==> src/rtl/mips_muldiv_pkg.sv <==
// mips_muldiv_pkg: HI/LO function codes, FSM states and two's-complement negate helper
package mips_muldiv_pkg;
  localparam int WORD = 32;
  localparam logic [5:0] FUNCT_MFHI  = 6'h10;
  localparam logic [5:0] FUNCT_MTHI  = 6'h11;
  localparam logic [5:0] FUNCT_MFLO  = 6'h12;
  localparam logic [5:0] FUNCT_MTLO  = 6'h13;
  localparam logic [5:0] FUNCT_MULT  = 6'h18;
  localparam logic [5:0] FUNCT_MULTU = 6'h19;
  localparam logic [5:0] FUNCT_DIV   = 6'h1A;
  localparam logic [5:0] FUNCT_DIVU  = 6'h1B;
  typedef enum logic [1:0] {IDLE, MUL, DIV, FIX} muldiv_state_t;
  function automatic logic [WORD-1:0] neg32(input logic [WORD-1:0] x);
    return ~x + WORD'(1);
  endfunction
endpackage

==> src/rtl/mips_muldiv.sv <==
// mips_muldiv: multi-cycle shift-add multiply / restoring divide unit owning HI and LO
import mips_muldiv_pkg::*;
module mips_muldiv #(
  parameter int WIDTH = 32,
  parameter int ITER = WIDTH
) (
  input  logic             clk,
  input  logic             reset,
  input  logic             start,
  input  logic [5:0]       fncode,
  input  logic [WIDTH-1:0] op_a,
  input  logic [WIDTH-1:0] op_b,
  output logic [WIDTH-1:0] hi,
  output logic [WIDTH-1:0] lo,
  output logic             busy,
  output logic             done
);
  localparam int CW = $clog2(ITER);
  muldiv_state_t state, state_n;
  logic [CW-1:0] cnt;
  logic [2*WIDTH-1:0] acc, acc_n;
  logic [WIDTH-1:0] a_mag, b_mag, a_in, b_in, quo, rem_src, fix_hi, fix_lo;
  logic [WIDTH:0] mul_sum, rem_sh, rem_sub;
  logic neg_q, neg_r, op_div, div0, is_signed, is_div, issue, last, busy_n, done_n;
  // decode the issued code and form operand magnitudes
  always_comb begin
    is_signed = fncode == FUNCT_MULT || fncode == FUNCT_DIV;
    is_div = fncode == FUNCT_DIV || fncode == FUNCT_DIVU;
    issue = start && state == IDLE && (is_signed || is_div || fncode == FUNCT_MULTU);
    a_in = is_signed && op_a[WIDTH-1] ? neg32(op_a) : op_a;
    b_in = is_signed && op_b[WIDTH-1] ? neg32(op_b) : op_b;
  end
  // next state: one pass of ITER iterations then a single fix-up cycle
  always_comb begin
    last = cnt == CW'(ITER - 1);
    state_n = state == IDLE ? (issue ? (is_div ? DIV : MUL) : IDLE)
            : state == FIX ? IDLE : last ? FIX : state;
  end
  // registered status outputs are computed from the coming state
  always_comb begin
    busy_n = state_n != IDLE;
    done_n = state == FIX;
  end
  // one multiply or divide step, and the signed fix-up of the final result
  always_comb begin
    mul_sum = {1'b0, acc[2*WIDTH-1:WIDTH]} + {1'b0, acc[0] ? a_mag : {WIDTH{1'b0}}};
    rem_sh = {acc[2*WIDTH-1:WIDTH], acc[WIDTH-1]};
    rem_sub = rem_sh - {1'b0, b_mag};
    acc_n = state == MUL ? {mul_sum, acc[WIDTH-1:1]}
          : {rem_sub[WIDTH] ? rem_sh[WIDTH-1:0] : rem_sub[WIDTH-1:0], acc[WIDTH-2:0], ~rem_sub[WIDTH]};
    quo = acc[WIDTH-1:0];
    rem_src = div0 ? a_mag : acc[2*WIDTH-1:WIDTH];
    fix_hi = op_div ? (neg_r ? neg32(rem_src) : rem_src)
           : neg_q ? ~acc[2*WIDTH-1:WIDTH] + WIDTH'(quo == '0) : acc[2*WIDTH-1:WIDTH];
    fix_lo = op_div && div0 ? '1 : neg_q ? neg32(quo) : quo;
  end
  // state register
  always_ff @(posedge clk) state <= reset ? IDLE : state_n;
  // operand latch, iteration, HI/LO writes and status flags
  always_ff @(posedge clk) begin
    if (reset) begin
      hi <= '0;
      lo <= '0;
      busy <= 1'b0;
      done <= 1'b0;
      cnt <= '0;
    end else begin
      busy <= busy_n;
      done <= done_n;
      cnt <= state == IDLE ? '0 : cnt + 1'b1;
      if (issue) begin
        a_mag <= a_in;
        b_mag <= b_in;
        neg_q <= is_signed && (op_a[WIDTH-1] ^ op_b[WIDTH-1]);
        neg_r <= is_signed && op_a[WIDTH-1];
        op_div <= is_div;
        div0 <= op_b == '0;
        acc <= {{WIDTH{1'b0}}, is_div ? a_in : b_in};
      end
      if (state == MUL || state == DIV) acc <= acc_n;
      if (state == FIX) begin
        hi <= fix_hi;
        lo <= fix_lo;
      end
      if (state == IDLE && start && fncode == FUNCT_MTHI) hi <= op_a;
      if (state == IDLE && start && fncode == FUNCT_MTLO) lo <= op_a;
    end
  end
endmodule

==> config.mk <==
export PLATFORM = sky130hd
export DESIGN_NAME = mips_muldiv
export DESIGN_NICKNAME = d
export VERILOG_FILES = /design/src/rtl/mips_muldiv_pkg.sv /design/src/rtl/mips_muldiv.sv
export SDC_FILE = /design/constraint.sdc
export NUM_CORES = 1
export LEC_CHECK = 0
export BUFFER_PORTS_ARGS = -buffer_cell sky130_fd_sc_hd__buf_2
export CAP_MARGIN = 20
export CORE_MARGIN = 8
export CORE_UTILIZATION = 30
export CTS_CLUSTER_SIZE = 25
export DETAILED_ROUTE_END_ITERATION = 10
export MAX_ROUTING_LAYER = met4
export REMOVE_ABC_BUFFERS = 1
export SYNTH_ARGS = -nofsm -noshare
export SYNTH_HDL_FRONTEND = slang
export SYNTH_SLANG_ARGS = --single-unit
==> constraint.sdc <==
create_clock -name clk -period 13.6 [get_ports clk]
set_input_delay 1.36 -clock clk [delete_from_list [all_inputs] [get_ports clk]]
set_output_delay 1.36 -clock clk [all_outputs]
set_load 0.05 [all_outputs]
==> impl_metrics.yaml, run 1 <==
worst_setup_path:
  worstReg2RegEnd: "hi[30]"
  worstSetupStartpointType: "register"
  max_stage_delay_ps: 760
  path_cells: "inv_1, ha_1, nand3_2, or4_4, or4_4, or4_4, nor3_1, ha_1, nor4b_1, nand4_1, or4_1, or4_1, a21oi_1, a211oi_1, o22ai_1, o22ai_1"
  cp_num_cells: 16
  endpoint_kind: "register"
  critPathTopFamily: "simple AND/OR/NAND/NOR gates"
  cp.required_ps: 14020
  reg2regPathDepth: 16
  crit_top_cell: "or4_4"
  r2r-start: "acc[0]"
  worst-endpoint-arrival_ps: 7160
  crit_type: "register to register"
  slowest_stage: "edfxtp_1"
  worst-path-max-fanout: 34
  reg2reg_slack_ps: 6860
  critPathBufInv: 1
synthesis:
  syn_area_um2: 16620
  ys_warn_count: 0
  avgSynthCellArea_um2: 8.331
  syn_inst: 1995
  synthArstFlopShare_pct: 0
  synth_cell_types: 78
  yosysSeqAreaShare_pct: 32.64
  ys.flop_type: "edfxtp_1"
  synth-edff-count: 132
  ys_ff_latch: 205
finish:
  layoutNonFillerInstCount: 2819
  antenna_cells: 0
  final_cell_mix: "nand2_1, a21oi_1, nor2_1"
  final_common_cell: "nand2_1"
  area_growth_pct: 12.93
  drive_gt1_share_pct: 12.60
  nNetsFinal: 2203
  fin_util_pct: 34.13
placed_design:
  placedCellCount: 2775
  gp_routability_congestion: 0.9168
  hpwlAfterDp_um: 46580
  io_buffers: 138
floorplan:
  ioPinCount: 139
  core_area_um2: 54990
  num_rows: 86
  fp.dieW_um: 251.4
  die_area_um2: 63190
  initial_core_util_pct: 30.23
  die_h_um: 251.4
clock_tree:
  clockRootBuffer: "clkbuf_16"
  cts_buffer_depth: 3
  tritoncts: "built"
  cts_buffers: 24
  post_cts_buffers: 0
  cts.hold.buffers_added: 0
  clock_sinks: 205
  clkLatencyLatePin_ps: 560
  clk_pin_slew_ps: 70
  cts_max_level: 1
  cts_resized: 0
min_path:
  hp-class: "register to register"
  min-delay-start: "cnt[0]"
  min_path_cells: 1
  hold_end: "cnt[0]"
timing:
  holdWs_ps: 479.2
  slew_headroom_pct: 26.29
  worstMarginPinSlew_ps: 1106
  timing.final.crit_share_pct: 49.53
  rsz0062_at_grt: "no"
  fin_tns_setup_ps: 0
  max_clock_freq_mhz: 148.4
  min_period_ps: 6736
  skew_ps: 24.38
  hold_violations: 0
  final-setup-viol-count: 0
  finalMaxSlewViolations: 0
pwr:
  switching_share_pct: 25.67
  combPwrFrac_pct: 7.7
  power_frac_seq_pct: 46.4
  p_int_mw: 1.079
  ir_drop_mv: 0.07507
  switching_power_uw: 372.7
  p_leak_nw: 6.810
  pwr-share-clk_pct: 45.9
  power_density_nw_per_um2: 77.37
  finalPower_mw: 1.452
flow_run:
  max_cap_violations: 0
drt:
  drc: 0
  vias: 16070
  drt_iter0_markers: 1808
  routedWlPerCell_um: 22.52
  wl_um: 63470
  drt_pass1_iterations: 6
  viasPerCell: 5.701
  ant_nets: 0
global_route:
  grt_max_degree: 74
  grt_pass1_wl_um: 96300
  grt_overflow: 0
  grt_pass1_vias: 15470
  grt_antenna_before_repair: 2
  track_usage_pct: 19.72
run_status:
  status: "finished, final reports clean"
==> routing by layer <==
layer	wire (um)	global-route usage [%]	vias to the layer above
li1	-	-	7472
met1	28180	26.14	7762
met2	28940	31.37	724
met3	4312	2.024	114
met4	2037	6.435	0
met5	0	-	-
==> metrics by stage <==
stage	setup WS (ps)	area [um^2]
detailed placement	6894	17980
finish	6864	18770
global route	6419	18770
floorplan	6277	16120
global placement	7055	17980
CTS	6884	18770
==> power groups by stage <==
stage	clock (mW)	sequential [mW]	combinational, mW
after floorplan	0	0.687	0.0543
after global placement	0	0.686	0.108
after detailed placement	0	0.687	0.109
after CTS	0.674	0.673	0.110
after global routing	0.695	0.673	0.121
final	0.667	0.673	0.112
==> worst max-delay path by stage <==
stage,slack (ps),startpoint,to
floorplan,6280,state[0],acc[0]
global placement,7060,acc[0],hi[30]
finish,6860,acc[0],hi[30]
global route,6420,acc[0],hi[30]
CTS,6880,acc[0],hi[30]
detailed placement,6890,acc[0],hi[30]
==> kinds of logic after synthesis <==
family / after synthesis / synth area share (%)
buffers and inverters: 197 / 4.517
flip-flops: 205 / 32.64
multiplexers: 74 / 4.630
adder cells (fa/ha/maj): 77 / 5.887
AND/OR/NAND/NOR: 629 / 18.47
XOR/XNOR: 187 / 9.855
AO/OA/AOI/OAI: 626 / 24.00
==> registers in the layout, indices dropped and copies added, names as in the netlist <==
name,count
div0,1
cnt,5
hi,32
neg_q,1
a_mag,32
b_mag,32
done,1
state,2
lo,32
op_div,1
busy,1
acc,64
neg_r,1
==> layout make-up <==
type	instances	area (um^2)
Clock buffer	32	683.2
Clock inverter	12	105.1
Fill cell	5752	36220
Inverter	68	255.2
Multi-Input combinational cell	1593	10500
Sequential cell	205	5425
Tap cell	748	935.9
Timing Repair Buffer	161	863.3
==> cells in the mapped netlist (all sizes together) (23+ instances only) <==
| library cell | instances | area (um^2) |
|---|---|---|
| a211oi | 38 | 290.3 |
| a21o | 31 | 232.7 |
| a21oi | 186 | 930.9 |
| and2 | 43 | 269.0 |
| clkbuf | 112 | 420.4 |
| dfxtp | 73 | 1461 |
| edfxtp | 132 | 3964 |
| ha | 75 | 938.4 |
| inv | 67 | 251.5 |
| mux2 | 23 | 259.0 |
| mux2i | 51 | 510.5 |
| nand2 | 205 | 769.5 |
| nand3 | 30 | 155.1 |
| nor2 | 151 | 566.8 |
| nor3 | 50 | 250.2 |
| o211ai | 28 | 210.2 |
| o21ai | 152 | 760.7 |
| o31ai | 32 | 254.0 |
| or3 | 24 | 150.1 |
| xnor2 | 105 | 919.6 |
| xor2 | 82 | 718.2 |
No activity file was read; power rests on OpenSTA's default activity.
==> run 2, diff against run 1 <==
==> constraint.sdc (replaced) <==
create_clock -name clk -period 6.5 [get_ports clk]
set_input_delay 0.65 -clock clk [delete_from_list [all_inputs] [get_ports clk]]
set_output_delay 0.65 -clock clk [all_outputs]
set_load 0.05 [all_outputs]
==> impl_metrics.yaml, run 2 (same netlist as run 1, synthesis figures left out) <==
run_status:
  status: "finished, final reports clean"
timing:
  slew_headroom_pct: 29.67
  fin_tns_setup_ps: 0
  max_clock_freq_mhz: 169.3
  worstMarginPinSlew_ps: 1055
  rsz0062_at_grt: "no"
  finalMaxSlewViolations: 0
  skew_ps: 17.12
  hold_violations: 0
  min_period_ps: 5907
  final-setup-viol-count: 0
  timing.final.crit_share_pct: 90.88
floorplan:
  num_rows: 86
  die_area_um2: 63190
  die_h_um: 251.4
  ioPinCount: 139
  initial_core_util_pct: 30.23
  fp.dieW_um: 251.4
  core_area_um2: 54990
worst_setup_path:
  reg2reg_slack_ps: 590
  r2r-start: "acc[5]"
  worstSetupStartpointType: "register"
  worst-path-max-fanout: 7
  endpoint_kind: "register"
  crit_start: "acc[5]"
  path_cells: "nor4_4, nand3_2, or4_4, or4_4, or4_4, nor3_1, ha_1, nor4b_1, buf_4, nand4_1, or4_1, or4_1, a21oi_1, a211oi_1, o22ai_1, o22ai_1"
  slowest_stage: "or4_1"
  reg2regPathDepth: 16
  crit_path_end: "hi[30]"
  cp_num_cells: 16
  cp.required_ps: 6910
  critPathTopFamily: "simple AND/OR/NAND/NOR gates"
  max_stage_delay_ps: 680
  worst-endpoint-arrival_ps: 6310
  crit_top_cell: "or4_4"
  worstReg2RegEnd: "hi[30]"
  crit_type: "register to register"
  critPathBufInv: 1
flow_run:
  max_cap_violations: 0
clock_tree:
  cts.hold.buffers_added: 0
  clockRootBuffer: "clkbuf_16"
  cts_buffer_depth: 3
  clock_sinks: 205
  cts_resized: 0
  clkLatencyLatePin_ps: 550
  cts_max_level: 1
  post_cts_buffers: 0
  tritoncts: "built"
  clk_pin_slew_ps: 60
  cts_buffers: 24
placed_design:
  gp_routability_congestion: 0.9632
  io_buffers: 138
  hpwlAfterDp_um: 46740
drt:
  viasPerCell: 5.731
  drt_pass1_iterations: 6
  wl_um: 62430
  ant_nets: 0
  routedWlPerCell_um: 22.11
  drc: 0
  drt_iter0_markers: 1682
  vias: 16180
pwr:
  pwr-share-clk_pct: 45.6
  power_frac_seq_pct: 46.7
  finalPower_mw: 3.016
  switching_power_uw: 765.9
  p_int_mw: 2.250
  combPwrFrac_pct: 7.7
  p_leak_nw: 6.855
  switching_share_pct: 25.39
  power_density_nw_per_um2: 160.5
  ir_drop_mv: 0.1945
finish:
  largest_reg_flops: 64
  antenna_cells: 0
  area_growth_pct: 13.05
  final_cell_mix: "nand2_1, a21oi_1, nor2_1"
  multi_input_comb_area_um2: 10500
  nNetsFinal: 2208
  fillerInstances: 5773
  drive_gt1_share_pct: 12.91
  top_register: "acc"
  final_common_cell: "nand2_1"
  seq_area_um2: 5425
min_path:
  hp-class: "input pin to register"
global_route:
  grt_max_degree: 61
  grt_antenna_before_repair: 1
  track_usage_pct: 19.37
  grt_pass1_vias: 15690
  grt_pass1_wl_um: 94760
  grt_overflow: 0
run 2: cell count changes in the layout (fill, tap and decap cells not counted), sizes merged:
cell      change
buf           +5
clkinv        +4
clkinvlp      -3
clkbuf        -2
inv           +1
run 2: stage by stage:
stage | instance area (um^2) | hold slack [ps] | std cells | setup WS, ps | util (%)
after detailed placement | 18010 | 472.3 | 2780 | 560.5 | 32.76
after CTS | 18790 | 328.3 | 2824 | 551.2 | 34.17
after global routing | 18790 | 337.7 | 2824 | 266.2 | 34.17
final | 18790 | 347.6 | 2824 | 592.7 | 34.17
after global placement | 18010 | 441.4 | 2780 | 570.2 | 32.76
after floorplan | 16120 | 425.7 | 1866 | -822.9 | -
run 2: how the worst min path moves through the flow:
stage	depth (start not counted)	end	from	slack, ps
final	1	b_mag[0]	op_b[0]	350
after global routing	1	b_mag[0]	op_b[0]	340
after floorplan	1	cnt[0]	cnt[0]	430
after detailed placement	1	cnt[0]	cnt[0]	470
after global placement	1	cnt[0]	cnt[0]	440
after CTS	1	b_mag[0]	op_b[0]	330
run 2: power by group through the flow:
stage	clock (mW)	sequential, mW	combinational, mW
global route	1.44	1.41	0.250
detailed placement	0	1.44	0.228
finish	1.38	1.41	0.232
CTS	1.40	1.41	0.229
global placement	0	1.44	0.225
floorplan	0	1.44	0.114
run 2: layout make-up:
cell class	count	area share, %
clock buffer	30	3.589
clock inverter	14	0.5327
inverter	68	1.358
sequential	205	28.87
timing repair buffer	166	4.795
tap	748	4.981
multi-input combinational	1593	55.87
run 2: routing by layer:
layer | track usage (%) | up-vias | part of all wire (%)
met3 | 2.396 | 121 | 7.3
met4 | 6.235 | 0 | 3.0
met2 | 31.50 | 763 | 46
met1 | 24.91 | 7813 | 43
li1 | - | 7487 | -
met5 | - | - | 0
run 2: worst register-to-register path, cell delays in order, from the launching register on:
cell and delay, ps:
edfxtp_1 470, nor4_4 380, nand3_2 130, or4_4 520, or4_4 540, or4_4 570
nor3_1 540, ha_1 280, nor4b_1 230, buf_4 180, nand4_1 290, or4_1 680
or4_1 460, a21oi_1 170, a211oi_1 70, o22ai_1 180, o22ai_1 90
==> run 3, diff against run 2 <==
==> constraint.sdc (replaced) <==
create_clock -name clk -period 6.5 [get_ports clk]
set_input_delay 0.325 -clock clk [delete_from_list [all_inputs] [get_ports clk]]
set_output_delay 0.325 -clock clk [all_outputs]
set_load 0.05 [all_outputs]
==> impl_metrics.yaml, run 3 (same netlist as run 1, synthesis figures left out) <==
run_status:
  status: "finished, final reports clean"
drt:
  ant_nets: 0
  wl_um: 62770
  viasPerCell: 5.695
  drt_pass1_iterations: 6
  drc: 0
  drt_iter0_markers: 1641
  vias: 16090
  routedWlPerCell_um: 22.22
floorplan:
  die_h_um: 251.4
  ioPinCount: 139
  num_rows: 86
  initial_core_util_pct: 30.23
  die_area_um2: 63190
  core_area_um2: 54990
  fp.dieW_um: 251.4
finish:
  antenna_cells: 0
  multi_input_comb_area_um2: 10500
  largest_reg_flops: 64
  top_register: "acc"
  final_common_cell: "nand2_1"
  final_cell_mix: "nand2_1, a21oi_1, nor2_1"
  nNetsFinal: 2209
  fin_util_pct: 34.26
  drive_gt1_share_pct: 12.95
  fillerInstances: 5717
  area_growth_pct: 13.33
  seq_area_um2: 5425
placed_design:
  io_buffers: 138
  gp_routability_congestion: 0.9614
  hpwlAfterDp_um: 46670
timing:
  hold_violations: 0
  finalMaxSlewViolations: 0
  skew_ps: 25.55
  final-setup-viol-count: 0
  timing.final.crit_share_pct: 91.71
  slew_headroom_pct: 25.32
  worstMarginPinSlew_ps: 1120
  rsz0062_at_grt: "no"
  max_clock_freq_mhz: 167.8
  min_period_ps: 5961
clock_tree:
  cts_resized: 0
  clkLatencyLatePin_ps: 560
  clk_pin_slew_ps: 70
  clockRootBuffer: "clkbuf_16"
  tritoncts: "built"
  clock_sinks: 205
  cts_buffer_depth: 3
  cts_buffers: 25
  cts_max_level: 1
  post_cts_buffers: 0
  cts.hold.buffers_added: 0
min_path:
  hp-class: "input pin to register"
  min-delay-start: "op_b[0]"
pwr:
  switching_power_uw: 774.4
  power_frac_seq_pct: 45.8
  ir_drop_mv: 0.1561
  switching_share_pct: 25.19
  combPwrFrac_pct: 7.6
  pwr-share-clk_pct: 46.6
  p_leak_nw: 6.869
  p_int_mw: 2.300
  power_density_nw_per_um2: 163.2
  finalPower_mw: 3.075
flow_run:
  max_cap_violations: 0
worst_setup_path:
  crit_type: "register to register"
  worst-path-max-fanout: 7
  r2r-start: "acc[5]"
  cp.required_ps: 6920
  endpoint_kind: "register"
  worst-endpoint-arrival_ps: 6380
  crit_start: "acc[5]"
  worstSetupStartpointType: "register"
global_route:
  grt_antenna_before_repair: 1
  grt_pass1_wl_um: 95120
  grt_max_degree: 69
  grt_pass1_vias: 15660
  track_usage_pct: 19.49
  grt_overflow: 0
[run 3: changes by cell type in the layout (fill, tap and decap cells not counted)]
cell        change
clkbuf_1        +1
clkbuf_16       +1
clkbuf_8        +2
clkinv_1        -1
clkinv_2        -2
clkinv_4        +1
clkinvlp_4      +1
inv_4           -2
[run 3: routing by layer]
layer  up-vias  wire length [um]  share of wire [%]  GRT usage (%)
met1      7786             27340                 44          25.00
met4         0              2199                3.5          6.751
li1       7495                 -                  -              -
met2       695             28970                 46          31.42
met5         -                 0                  0              -
met3       113              4251                6.8          2.582
[run 3: worst paths after layout]
kind | endpoint | slack, ps | cells after the start
worst min register to register | cnt[0] | 460 | 1
worst max register to register | hi[30] | 540 | 16
worst min-delay path | b_mag[0] | 20 | 1
worst max-delay path | hi[30] | 540 | 16
[run 3: critical path: stages, from the launching register on]
cell and delay [ps]:
edfxtp_1 470, nor4_4 370, nand3_2 130, or4_4 530
or4_4 540, or4_4 570, nor3_1 550, ha_1 290
nor4b_1 240, buf_4 180, nand4_1 300, or4_1 700
or4_1 460, a21oi_1 160, a211oi_1 70, o22ai_1 180
o22ai_1 90
[run 3: power by group through the flow]
| stage | logic, mW | registers (mW) | clock network [mW] |
|---|---|---|---|
| floorplan | 0.114 | 1.44 | 0 |
| global placement | 0.225 | 1.44 | 0 |
| detailed placement | 0.228 | 1.44 | 0 |
| CTS | 0.230 | 1.41 | 1.45 |
| global route | 0.252 | 1.41 | 1.50 |
| finish | 0.233 | 1.41 | 1.43 |
[run 3: layout make-up]
class | count | area share (%)
Multi-Input combinational cell | 1593 | 55.73
Sequential cell | 205 | 28.80
Tap cell | 748 | 4.969
Timing Repair Buffer | 166 | 4.783
Clock buffer | 34 | 3.879
Inverter | 68 | 1.355
Clock inverter | 11 | 0.4783
[run 3: stage by stage]
stage	TNS (ps)	worst slack, ps	hold WS, ps	area, um^2	cells
4_1_cts	0	543.9	3.005	18840	2825
3_3_place_gp	0	576.9	442.8	18010	2780
2_1_floorplan	-52670	-822.9	394.1	16120	1866
3_5_place_dp	0	547.1	453.4	18010	2780
5_1_grt	0	293.4	6.983	18840	2825
6_report	0	539.0	20.59	18840	2825
